===== src/rtl/occupancy_grid_reader.sv =====
// rtl/occupancy_grid_reader.sv - bilinear occupancy grid query with x/y gradients
//
// Serves one sub-cell map query at a time for the scan matcher. The four cells
// around (xi,yi) are fetched over the grid's synchronous read port, then the
// interpolated occupancy and its x/y gradients are computed and returned.
//
// Ports:
//   clock, reset                 rising-edge clock, async active-low reset
//   req_valid/req_ready          query handshake; point_x/point_y are fixed point
//   grid_read/grid_x/grid_y      read strobe and cell address to the grid memory
//   grid_value                   signed cell data, valid one cycle after address
//   resp_valid/resp_ready        result handshake
//   value, grad_x, grad_y        signed results with FRAC_BITS fractional bits
//   out_of_bounds                query touches cells outside the grid
module occupancy_grid_reader #(
  parameter int WORD_SIZE = 8,
  parameter int WIDTH     = 64,
  parameter int HEIGHT    = 64,
  parameter int FRAC_BITS = 8,
  localparam int IXW      = $clog2(WIDTH),
  localparam int IYW      = $clog2(HEIGHT),
  localparam int F        = FRAC_BITS
) (
  input  logic                        clock,
  input  logic                        reset,
  input  logic                        req_valid,
  output logic                        req_ready,
  input  logic [IXW+F-1:0]            point_x,
  input  logic [IYW+F-1:0]            point_y,
  output logic                        grid_read,
  output logic [IXW-1:0]              grid_x,
  output logic [IYW-1:0]              grid_y,
  input  logic signed [WORD_SIZE-1:0] grid_value,
  output logic                        resp_valid,
  input  logic                        resp_ready,
  output logic signed [WORD_SIZE+F-1:0] value,
  output logic signed [WORD_SIZE+F:0]   grad_x,
  output logic signed [WORD_SIZE+F:0]   grad_y,
  output logic                        out_of_bounds
);

  localparam int LW = WORD_SIZE + F;       // row interpolant width
  localparam int AW = WORD_SIZE + 2 * F;   // full bilinear accumulator width
  localparam int GW = WORD_SIZE + F + 1;   // gradient width
  localparam int DW = WORD_SIZE + 1;       // corner difference width

  localparam logic [2:0] S_IDLE    = 3'd0;
  localparam logic [2:0] S_FETCH0  = 3'd1;
  localparam logic [2:0] S_FETCH1  = 3'd2;
  localparam logic [2:0] S_FETCH2  = 3'd3;
  localparam logic [2:0] S_FETCH3  = 3'd4;
  localparam logic [2:0] S_CAPTURE = 3'd5;
  localparam logic [2:0] S_COMPUTE = 3'd6;
  localparam logic [2:0] S_RESPOND = 3'd7;

  logic [2:0]                  state;
  logic [IXW-1:0]              xi;
  logic [IYW-1:0]              yi;
  logic [F-1:0]                dx;
  logic [F-1:0]                dy;
  logic signed [WORD_SIZE-1:0] m00, m10, m01, m11;
  logic                        req_oob;

  // The right/top neighbour must exist, so the last row/column is already out.
  always_comb begin
    req_oob = (point_x[IXW+F-1:F] >= IXW'(WIDTH - 1)) ||
              (point_y[IYW+F-1:F] >= IYW'(HEIGHT - 1));
  end

  assign req_ready  = (state == S_IDLE);
  assign resp_valid = (state == S_RESPOND);

  always_comb begin
    grid_read = 1'b0;
    grid_x    = '0;
    grid_y    = '0;
    case (state)
      S_FETCH0: begin grid_read = 1'b1; grid_x = xi;             grid_y = yi;             end
      S_FETCH1: begin grid_read = 1'b1; grid_x = xi + IXW'(1);   grid_y = yi;             end
      S_FETCH2: begin grid_read = 1'b1; grid_x = xi;             grid_y = yi + IYW'(1);   end
      S_FETCH3: begin grid_read = 1'b1; grid_x = xi + IXW'(1);   grid_y = yi + IYW'(1);   end
      default: ;
    endcase
  end

  // Interpolation datapath. Every operand is cast to the result width first;
  // the low bits of a two's-complement product/sum do not depend on operand
  // signedness, and the true results always fit, so no wider guard is needed.
  logic [F:0]           wx, wy;
  logic signed [LW-1:0] l0, l1;
  logic signed [AW-1:0] acc;
  logic signed [DW-1:0] dx0, dx1, dy0, dy1;
  logic signed [GW-1:0] gx_c, gy_c;

  always_comb begin
    wx   = {1'b1, {F{1'b0}}} - {1'b0, dx};
    wy   = {1'b1, {F{1'b0}}} - {1'b0, dy};
    l0   = LW'(wx) * LW'(m00) + LW'(dx) * LW'(m10);
    l1   = LW'(wx) * LW'(m01) + LW'(dx) * LW'(m11);
    acc  = AW'(wy) * AW'(l0) + AW'(dy) * AW'(l1);
    dx0  = DW'(m10) - DW'(m00);
    dx1  = DW'(m11) - DW'(m01);
    dy0  = DW'(m01) - DW'(m00);
    dy1  = DW'(m11) - DW'(m10);
    gx_c = GW'(wy) * GW'(dx0) + GW'(dy) * GW'(dx1);
    gy_c = GW'(wx) * GW'(dy0) + GW'(dx) * GW'(dy1);
  end

  always_ff @(posedge clock or negedge reset) begin
    if (!reset) begin
      state         <= S_IDLE;
      xi            <= '0;
      yi            <= '0;
      dx            <= '0;
      dy            <= '0;
      m00           <= '0;
      m10           <= '0;
      m01           <= '0;
      m11           <= '0;
      value         <= '0;
      grad_x        <= '0;
      grad_y        <= '0;
      out_of_bounds <= 1'b0;
    end else begin
      case (state)
        S_IDLE: begin
          if (req_valid) begin
            xi            <= point_x[IXW+F-1:F];
            yi            <= point_y[IYW+F-1:F];
            dx            <= point_x[F-1:0];
            dy            <= point_y[F-1:0];
            value         <= '0;
            grad_x        <= '0;
            grad_y        <= '0;
            out_of_bounds <= req_oob;
            state         <= req_oob ? S_RESPOND : S_FETCH0;
          end
        end
        S_FETCH0:  state <= S_FETCH1;
        // Read data lags its address by one cycle.
        S_FETCH1:  begin m00 <= grid_value; state <= S_FETCH2;  end
        S_FETCH2:  begin m10 <= grid_value; state <= S_FETCH3;  end
        S_FETCH3:  begin m01 <= grid_value; state <= S_CAPTURE; end
        S_CAPTURE: begin m11 <= grid_value; state <= S_COMPUTE; end
        S_COMPUTE: begin
          value  <= LW'(acc >>> F);
          grad_x <= gx_c;
          grad_y <= gy_c;
          state  <= S_RESPOND;
        end
        S_RESPOND: if (resp_ready) state <= S_IDLE;
        default:   state <= S_IDLE;
      endcase
    end
  end

endmodule


===== config.mk =====
export PLATFORM = sky130hd
export DESIGN_NAME = occupancy_grid_reader
export DESIGN_NICKNAME = d
export VERILOG_FILES = /design/src/rtl/occupancy_grid_reader.sv
export SDC_FILE = /design/constraint.sdc
export NUM_CORES = 2
export LEC_CHECK = 0
export ABC_AREA = 1
export CAP_MARGIN = 20
export CORE_MARGIN = 5
export CORE_UTILIZATION = 50
export CTS_BUF_LIST = sky130_fd_sc_hd__clkbuf_4 sky130_fd_sc_hd__clkbuf_8 sky130_fd_sc_hd__clkbuf_16
export CTS_CLUSTER_DIAMETER = 30
export DETAILED_ROUTE_END_ITERATION = 10
export PLACE_DENSITY = 0.69
export SYNTH_ARGS = -nofsm -noshare
export SYNTH_HDL_FRONTEND = slang
export SYNTH_SLANG_ARGS = --single-unit

===== constraint.sdc =====
create_clock -name clock -period 10.5 [get_ports clock]
set_input_delay 1.05 -clock clock [delete_from_list [all_inputs] [get_ports clock]]
set_output_delay 1.05 -clock clock [all_outputs]
set_load 0.005 [all_outputs]

==> reports/qor.csv <==
metric;value;unit
synth_edf_count;0;
final_area;42100;µm²
cts_sinks;114;
max_cap_viol_count;0;
dieArea;77400;µm²
end_kind;flip-flop;
cts_hold_buf;0;
vias;30000;
clockBufferDepth;2;
postRouteAntennaNets;0;
synth_warnings;0;
worstReg2RegStart;dx[1];
route.detailed.drc;0;
grt_max_degree;61;
final_hold_viol_count;0;
avgSynthCellArea;7.93;µm²
cts-root-buf;clkbuf_16;
die_x;278;µm
grt_use_total;0.269;
core;71400;µm²
chipHeight;278;µm
status;finished, violations left;
startpoint_type;flip-flop;
worst_pin_slew;1.05;ns
area_growth;17.1;%
min_period;10.75;ns
fin_crit_sh;1.02;
drt_iter0_markers;2398;
rsz0062_at_grt;true;
start_util;0.504;
holdCritPathClass;reg -> reg;
gp_congestion;0.974;
synth_flop_cell;dfrtp_1;
endpoint;value[15];
wl_per_cell;17.6;µm
max_slew_margin;0.300;
final.setup_skew;0.0210;ns
grt_pass1_wl;165000;µm
placed_area;39700;µm²
syn-cell-area;36000;µm²
cp.arrival;11.13;ns
worstPathRequired;10.88;ns
antenna_found_initial;2;
reg2reg_to;value[15];
timing.hold.ws;0.481;ns
async_reset_ff_frac;1.00;
via_per_inst;5.16;
ys_seq_area_frac;0.0793;
synth_nets;5699;
layout_commonest_cell;inv_1;
rr_worst_depth;47;
grt_pass1_vias;31300;
cp_max_fo;6;
layout_common_cells;inv_1, nand2_1, fa_1;
cts_made_buffers;17;
startpoint;dx[1];
synthCells;4534;
wirelength;102000;µm
synthDistinctLibCells;58;
worstSetupPathType;reg -> reg;
num_rows;98;
num_io_pins;106;
htree_levels;4;
path_clk_slew;0.07;ns
layout.nets;6026;
final.setup.tns;-1.33;ns
ys_ff_latch;114;
rrSetupSlack;-0.25;ns
cts_tree;done;
clock_latency;0.51;ns
critPathMostFrequentCell;fa_1;
finalSetupViolCount;9;
drive_gt1_frac;0.143;
fmax;93.0;MHz
grt_overflow;0;
fin_ws;-0.252;ns
hold_path.startpoint;grad_y[10];
violations;negative setup slack;
slowest_delay;0.57;ns
pre_cts_ws;-0.629;ns
cp_slowest_cell;fa_1;
dr.pass1.iters;6;
slew_viol_final;0;
fillers;6360;
dp_hpwl;83200;µm
placement.io_buffers;105;
==> kinds of logic (layout without fill, tap and decap cells) <==
kind of cell / count (synthesis) / after routing / share of synthesized area
other: 0 / 1 / 0
DFF: 114 / 114 / 0.0793
buffers and inverters: 1414 / 1754 / 0.149
AOI/OAI and AO/OA: 311 / 311 / 0.0490
and+or+nand+nor: 1505 / 1505 / 0.170
adders and majority gates: 1125 / 1125 / 0.536
muxes: 6 / 6 / 0.00188
xor gates and xnor gates: 59 / 59 / 0.0146
==> flip-flops by register name, indices dropped and copies added, names as in the netlist <==
register	count
dx	8
dy	8
grad_x	17
grad_y	17
m00	8
m01	8
m10	8
m11	8
out_of_bounds	1
state	3
value	16
xi	6
yi	6
==> worst max-delay path, delay by kind of cell (launching register included) <==
family	cells	cell delay [ns]
XOR/XNOR	1	0.23
buffers and inverters	13	0.96
AND/OR/NAND/NOR	15	2.02
flip-flops	1	0.42
AO/OA/AOI/OAI	4	0.48
adder cells (fa/ha/maj)	14	6.53
==> Yosys cell counts, drive strengths merged, types with 5 or more instances <==
library cell  number  area share
inv             1284        0.13
nand2            964        0.10
fa               695        0.39
ha               430        0.15
nor2             387       0.042
o21ai            142       0.020
a21oi            114       0.016
dfrtp            114       0.079
clkbuf            93      0.0098
nand3             74       0.011
or2               43      0.0075
xnor2             32      0.0078
xor2              27      0.0068
buf               26      0.0041
nand4             17      0.0031
nor3              14      0.0022
a22o              11      0.0027
clkinv            11      0.0011
o21bai             8      0.0018
mux2               6      0.0019
o22ai              5     0.00087
==> through the flow <==
stage	instances	utilization
2_1_floorplan	4534	-
3_3_place_gp	5733	0.557
6_report	5825	0.590
3_5_place_dp	5733	0.557
4_1_cts	5798	0.578
5_1_grt	5824	0.590
==> layout make-up <==
cell class	instances	area (µm²)	share of cell area
clock buffers	19	447	0.0106
clock inverters	13	175	0.00416
flip-flops and latches	114	2850	0.0677
repair inverters	1	7.51	0.000178
multi-input cells	3006	29000	0.688
well taps	950	1190	0.0282
repair buffers	426	3580	0.0851
diodes	1	2.50	0.0000594
inverters	1295	4880	0.116
==> what timing repair did <==
item                                    4_1_cts  5_1_grt
endpoints found under the setup margin       13       16
pin swaps                                    81      148
setup buffers                                32       26
cloned                                        1        0
hold endpoints to repair                      0        0
gates resized for setup                     144      167
==> how the worst min path moves through the flow <==
stage | end | cells after the start
floorplan | out_of_bounds | 2
global placement | grad_y[12] | 2
detailed placement | value[7] | 2
CTS | grad_y[10] | 2
global route | grad_y[8] | 1
finish | grad_y[10] | 2
==> metal layers <==
layer | routed length (µm) | part of all wire | track usage | vias up
met5 | 0 | 0 | 0 | -
met4 | 4900 | 0.048 | 0.104 | 0
met3 | 8100 | 0.079 | 0.0414 | 273
met2 | 47400 | 0.46 | 0.441 | 1224
met1 | 42000 | 0.41 | 0.362 | 14700
li1 | - | - | - | 13900
Power is not shown: default switching activity piles up to over one toggle a cycle in this logic, so the estimate is an artifact.
